==> config.mk <==
export PLATFORM = sky130hd
export DESIGN_NAME = arb_wrr
export DESIGN_NICKNAME = d
export VERILOG_FILES = /design/src/rtl/arb_pkg.sv /design/src/rtl/arb_rr_pick.sv /design/src/rtl/arb_wrr.sv
export SDC_FILE = /design/constraint.sdc
export NUM_CORES = 1
export LEC_CHECK = 0
export ABC_CLOCK_PERIOD_IN_PS = 2500
export BUFFER_PORTS_ARGS = -buffer_cell sky130_fd_sc_hd__buf_2
export CAP_MARGIN = 0
export CORE_ASPECT_RATIO = 1.2
export CORE_UTILIZATION = 45
export DETAILED_ROUTE_END_ITERATION = 16
export GPL_TIMING_DRIVEN = 0
export PLACE_DENSITY = 0.74
export SLEW_MARGIN = 20
export SYNTH_ARGS = -nofsm -noshare
export SYNTH_HDL_FRONTEND = slang
export SYNTH_SLANG_ARGS = --single-unit
==> constraint.sdc <==
create_clock -name clk -period 2.5 [get_ports clk]
set_input_delay 0.125 -clock clk [delete_from_list [all_inputs] [get_ports clk]]
set_output_delay 0.125 -clock clk [all_outputs]
set_load 0.01 [all_outputs]
==> src/rtl/arb_pkg.sv <==
// Shared types and helpers for the weighted round-robin arbiter.
// Holds the FSM state encoding, the performance counter width and the weight clamp.
// Optional packet counters are enabled with the ARB_WRR_PERF_CNT_EN macro.
package arb_pkg;

    typedef enum logic {
        ARB  = 1'b0,
        BUSY = 1'b1
    } arb_state_e;

    localparam int PERF_CNT_W = 16;

    // A programmed weight of zero still grants one packet per turn.
    function automatic logic [31:0] weight_eff(input logic [31:0] w);
        return (w == 32'd0) ? 32'd1 : w;
    endfunction

endpackage

==> src/rtl/arb_rr_pick.sv <==
// Rotating-priority first-set picker: scans req from ptr upwards with wrap-around.
// Latency: purely combinational.
// Backpressure: none; the caller decides when the result is used.
module arb_rr_pick
    import arb_pkg::*;
#(
    parameter int N     = 4,
    parameter int IDX_W = $clog2(N)
) (
    input  logic [N-1:0]     req,
    input  logic [IDX_W-1:0] ptr,
    output logic [N-1:0]     onehot,
    output logic [IDX_W-1:0] idx,
    output logic             any
);

    logic [2*N-1:0] dbl;
    logic [2*N-1:0] mask;
    logic [2*N-1:0] masked;
    logic [2*N-1:0] first;

    // Duplicate the request vector, clear bits below ptr, isolate the lowest
    // remaining bit and fold both halves back onto N bits.
    always_comb begin
        dbl    = {req, req};
        mask   = ~(((2*N)'(1) << ptr) - (2*N)'(1));
        masked = dbl & mask;
        first  = masked & (~masked + (2*N)'(1));
        onehot = first[N-1:0] | first[2*N-1:N];
        idx    = '0;
        for (int i = 0; i < N; i++) begin
            if (onehot[i]) begin
                idx = IDX_W'(i);
            end
        end
        any = |req;
    end

endmodule

==> src/rtl/arb_wrr.sv <==
// Weighted round-robin arbiter: holds the grant for whole packets, up to weight packets per turn.
// Latency: request to grant 1 cycle; one idle ARB cycle between packets.
// Backpressure: out_rdy low freezes the current grant indefinitely. Optional ARB_WRR_PERF_CNT_EN adds pkt_cnt.
module arb_wrr
    import arb_pkg::*;
#(
    parameter int N        = 4,
    parameter int WEIGHT_W = 4,
    parameter int IDX_W    = $clog2(N)
) (
    input  logic                    clk,
    input  logic                    rst,
    input  logic [N-1:0]            req_vld,
    input  logic [N-1:0]            req_last,
    input  logic [N*WEIGHT_W-1:0]   weight,
    input  logic                    out_rdy,
    output logic [N-1:0]            grant,
    output logic                    grant_vld,
    output logic [IDX_W-1:0]        grant_idx
`ifdef ARB_WRR_PERF_CNT_EN
    ,
    output logic [N*PERF_CNT_W-1:0] pkt_cnt
`endif
);

    arb_state_e          state, state_nxt;
    logic [IDX_W-1:0]    ptr, ptr_nxt;
    logic [IDX_W-1:0]    holder, holder_nxt;
    logic [WEIGHT_W-1:0] credit, credit_nxt;
    logic [N-1:0]        grant_nxt;

    logic [N-1:0]        pick_onehot;
    logic [IDX_W-1:0]    pick_idx;
    logic                pick_any;
    logic [WEIGHT_W-1:0] weight_sel;
    logic [WEIGHT_W-1:0] credit_load;
    logic                pkt_done;

    arb_rr_pick #(
        .N     (N),
        .IDX_W (IDX_W)
    ) u_pick (
        .req    (req_vld),
        .ptr    (ptr),
        .onehot (pick_onehot),
        .idx    (pick_idx),
        .any    (pick_any)
    );

    assign weight_sel  = weight[pick_idx*WEIGHT_W +: WEIGHT_W];
    assign credit_load = WEIGHT_W'(weight_eff(32'(weight_sel)));
    assign pkt_done    = (state == BUSY) && req_vld[holder] && out_rdy && req_last[holder];
    assign grant_vld   = |grant;
    assign grant_idx   = grant_vld ? holder : '0;

    // Next-state: pick a winner in ARB, hold the grant in BUSY until the last beat.
    always_comb begin
        state_nxt  = state;
        grant_nxt  = grant;
        holder_nxt = holder;
        credit_nxt = credit;
        ptr_nxt    = ptr;
        case (state)
            ARB: begin
                if (pick_any) begin
                    grant_nxt  = pick_onehot;
                    holder_nxt = pick_idx;
                    state_nxt  = BUSY;
                    // A returning holder with credit left keeps its remaining turn.
                    if (credit == '0 || pick_idx != holder) begin
                        credit_nxt = credit_load;
                    end
                end
            end
            BUSY: begin
                if (pkt_done) begin
                    grant_nxt = '0;
                    state_nxt = ARB;
                    if (credit > WEIGHT_W'(1)) begin
                        credit_nxt = credit - WEIGHT_W'(1);
                        ptr_nxt    = holder;
                    end else begin
                        credit_nxt = '0;
                        ptr_nxt    = (holder == IDX_W'(N-1)) ? '0 : holder + IDX_W'(1);
                    end
                end
            end
            default: begin
                state_nxt = ARB;
                grant_nxt = '0;
            end
        endcase
    end

    // Arbitration state registers; reset clears the grant immediately.
    always_ff @(posedge clk or posedge rst) begin
        if (rst) begin
            state  <= ARB;
            grant  <= '0;
            holder <= '0;
            credit <= '0;
            ptr    <= '0;
        end else begin
            state  <= state_nxt;
            grant  <= grant_nxt;
            holder <= holder_nxt;
            credit <= credit_nxt;
            ptr    <= ptr_nxt;
        end
    end

`ifdef ARB_WRR_PERF_CNT_EN
    // Per-requester completed-packet counters, wrapping at 2^16.
    always_ff @(posedge clk or posedge rst) begin
        if (rst) begin
            pkt_cnt <= '0;
        end else if (pkt_done) begin
            pkt_cnt[holder*PERF_CNT_W +: PERF_CNT_W] <=
                pkt_cnt[holder*PERF_CNT_W +: PERF_CNT_W] + PERF_CNT_W'(1);
        end
    end
`endif

endmodule

==> impl_metrics.py <==
metrics = {
    "yosys": {
        "synth_top_cells_by_count": "nand2_1, dfrtp_1, nor2_1",
        "synth_compound_area_frac": 0.285,
        "synth_flop_cell": "dfrtp_1",
        "synth_mux_area_frac": 0.0367,
        "synth.yosys.seq_area_share": 0.298,
        "ys_warn_count": 0,
        "ys_async_sr_fraction": 1.00,
        "synth_edf_count": 0,
        "yosys-top-cells-area": "dfrtp_1, ha_1, nand2_1",
        "synth_top_area_cell": "dfrtp_1",
        "syn_nets": 169,
        "synthXorXnorAreaFrac": 0.0160,
        "post-synth-top-count-cell": "nand2_1",
        "ys_types": 40,
        "synth_cells": 137,
        "synth.top_cell.area_share": 0.298,
        "yosys.area_share.simple": 0.249,
        "synth_fa_ha_area_frac": 0.0573,
        "synth_top_family_by_area": "compound AO/OA/AOI/OAI gates",
        "syn_avg_cell_area_um2": 7.97,
        "synth_seq_cells": 13,
        "netlist_area_um2": 1090,
    },
    "cts": {
        "cts-htree-levels": 1,
        "cts_tree": "yes",
        "clkSinkCount": 13,
        "clk_path_buf_depth": 2,
        "numCtsBuffers": 3,
        "cts.root.buffer_cell": "clkbuf_4",
        "clkTransAtPathRegs_ns": 0.09,
        "worst_skew_pair.late_latency_ns": 0.28,
    },
    "timing": {
        "finalCritPeriodShare": 1.02,
        "fin_ws_ns": -0.0422,
        "worst_pin_slew_ns": 0.534,
        "max_freq_ghz": 0.393,
        "final_max_slew_viol_count": 0,
        "rsz0062_at_grt": "true",
        "slew_headroom": 0.644,
        "fin_crit_ns": 2.54,
        "setup_viol": 2,
        "skew_ns": 0.00535,
        "whs_ns": 0.235,
        "hold_violations": 0,
    },
    "route": {
        "vias_per_cell": 5.62,
        "drtPass1Iterations": 5,
        "num_vias": 1174,
        "drc_errors": 0,
        "postRouteAntennaNets": 0,
        "drt_wl_total_um": 3000,
        "wl_per_cell_um": 14.3,
        "drtIter0Drc": 47,
    },
    "critical_path": {
        "crit_family": "compound AO/OA/AOI/OAI gates",
        "path_cells": "or2b_1 -> ha_4 -> nand2b_4 -> a21oi_4 -> buf_6 -> o32ai_4 -> xnor2_2 -> a41oi_4 -> o21ai_1 -> a32o_1",
        "r2r-start": "ptr[1]$_DFFE_PP0P_",
        "slowest_stage": "dfrtp_1",
        "startpoint": "ptr[1]$_DFFE_PP0P_",
        "rr_endpoint": "credit[2]$_DFFE_PP0P_",
        "rr_worst_depth": 10,
        "path_max_fanout": 8,
        "crit_type": "flop to flop",
        "critPathMaxStageDelay_ns": 0.43,
        "arrival_ns": 2.72,
        "cp.required_ns": 2.67,
        "cp_num_buf_inv": 1,
        "cp-start-kind": "flop",
        "end_kind": "flop",
        "setup.worst_path.end": "credit[2]$_DFFE_PP0P_",
        "cp_num_cells": 10,
        "regToRegSetupSlack_ns": -0.04,
    },
    "run": {
        "drv_cap": 0,
    },
    "power": {
        "p_leak_nw": 0.649,
        "ir_drop_mv": 0.806,
        "p_per_area_nw_per_um2": 1220,
    },
    "global_routing": {
        "grt_pass1_wl_um": 4830,
        "grt.total_usage": 0.243,
        "gr-total-overflow": 0,
        "antenna_found_initial": 0,
        "grt_max_degree": 14,
        "grt_pass1_vias": 1151,
    },
    "place": {
        "dp_slack_ns": -0.180,
        "placed_area_um2": 1320,
        "dpl.cell_count": 199,
        "portBuffers": 31,
        "dp_hpwl_um": 2170,
        "place.gp.congestion": 0.797,
    },
    "cells_and_area": {
        "multiInputGateArea_um2": 768,
        "layout-drive-gt1-share": 0.326,
        "seqCellArea_um2": 327,
        "final_cell_area_um2": 1430,
        "syn2layout_area_growth_pct": 31.2,
        "fillers": 214,
        "final_core_util": 0.628,
        "layout.cells.non_filler": 209,
        "nets": 211,
        "diodes": 0,
    },
    "floorplan": {
        "core_um2": 2280,
        "initial_core_util": 0.479,
        "die_x_um": 47.0,
        "row_count": 19,
        "die_area_um2": 2630,
        "boundaryPins": 34,
        "die_h_um": 56.0,
    },
    "outcome": {
        "violations": "setup timing",
        "outcome": "finished with violations",
    },
    "min_path": {
        "hold_class": "input port to flop",
    },
}
worst min path at each step:
| stage | startpoint | cells after the start | endpoint | slack, ns |
|---|---|---|---|---|
| 6_report | req_vld[2] | 3 | grant[2]$_DFFE_PP0P_ | 0.24 |
| 5_1_grt | req_vld[2] | 3 | grant[2]$_DFFE_PP0P_ | 0.24 |
| 4_1_cts | req_vld[2] | 3 | grant[2]$_DFFE_PP0P_ | 0.24 |
| 3_5_place_dp | rst | 2 | credit[3]$_DFFE_PP0P_ | 0.19 |
| 3_3_place_gp | rst | 2 | holder[1]$_DFFE_PP0P_ | 0.18 |
| 2_1_floorplan | rst | 1 | credit[0]$_DFFE_PP0P_ | 0.002 |
cell type report:
type                    instances  area share
plain buffers                   6      0.0175
clock buffers                   4      0.0183
inverters                       9      0.0236
multi-input cells             108       0.536
flip-flops and latches         13       0.228
well taps                      31      0.0271
repair buffers                 38       0.149
placed cells by master (no fill, tap or decap), types with 4 or more instances in the layout:
cell,Yosys,layout
ha_1,5,4
mux2i_1,4,4
nand2_1,16,16
inv_1,9,9
nand3_1,8,8
o21ai_0,10,10
buf_4,0,5
clkbuf_1,4,5
nor2_1,11,10
dfrtp_1,13,12
a21oi_1,6,6
buf_2,3,33
where the power goes:
group / switching, mW / internal, mW
Sequential: 0.0985 / 0.306
Clock: 0.0747 / 0.0618
Combinational: 0.655 / 0.554
per-stage QoR:
step	setup TNS (ns)	power, mW
after global routing	-0.402	1.90
final	-0.0646	1.75
after CTS	-0.245	1.69
after global placement	-0.405	1.42
after detailed placement	-0.491	1.46
after floorplan	-0.00798	1.20
worst min-delay path, stage by stage:
cell     delay (ns)
buf_2          0.16
nand3_1        0.11
o22ai_1        0.08
per-layer routing:
metal  global-route usage  wire (um)  vias up  part of all wire
met3               0.0390        112        4             0.037
met5                    0          0        -                 0
met4               0.0694         41        0             0.014
met1                0.300       1230      551              0.41
met2                0.417       1610       35              0.54
li1                     -          -      584                 -
registers in the layout, indices dropped and copies added, names as in the netlist:
name and count:
credit 4, state 1, ptr 2, grant 4, holder 2
what timing repair did:
item	CTS	global route
setup buffers	5	1
pin swaps	4	6
hold buffers	1	0
setup endpoints to repair	4	4
hold endpoints to repair	13	0
gates resized for setup	4	5
logic make-up after synthesis:
family | Yosys count
compound gates | 43
mux | 4
xor+xnor | 2
fa+ha+maj | 5
simple gates | 54
flops | 13
buf+inv | 16
Note: power is estimated with default switching activity, not from simulation.
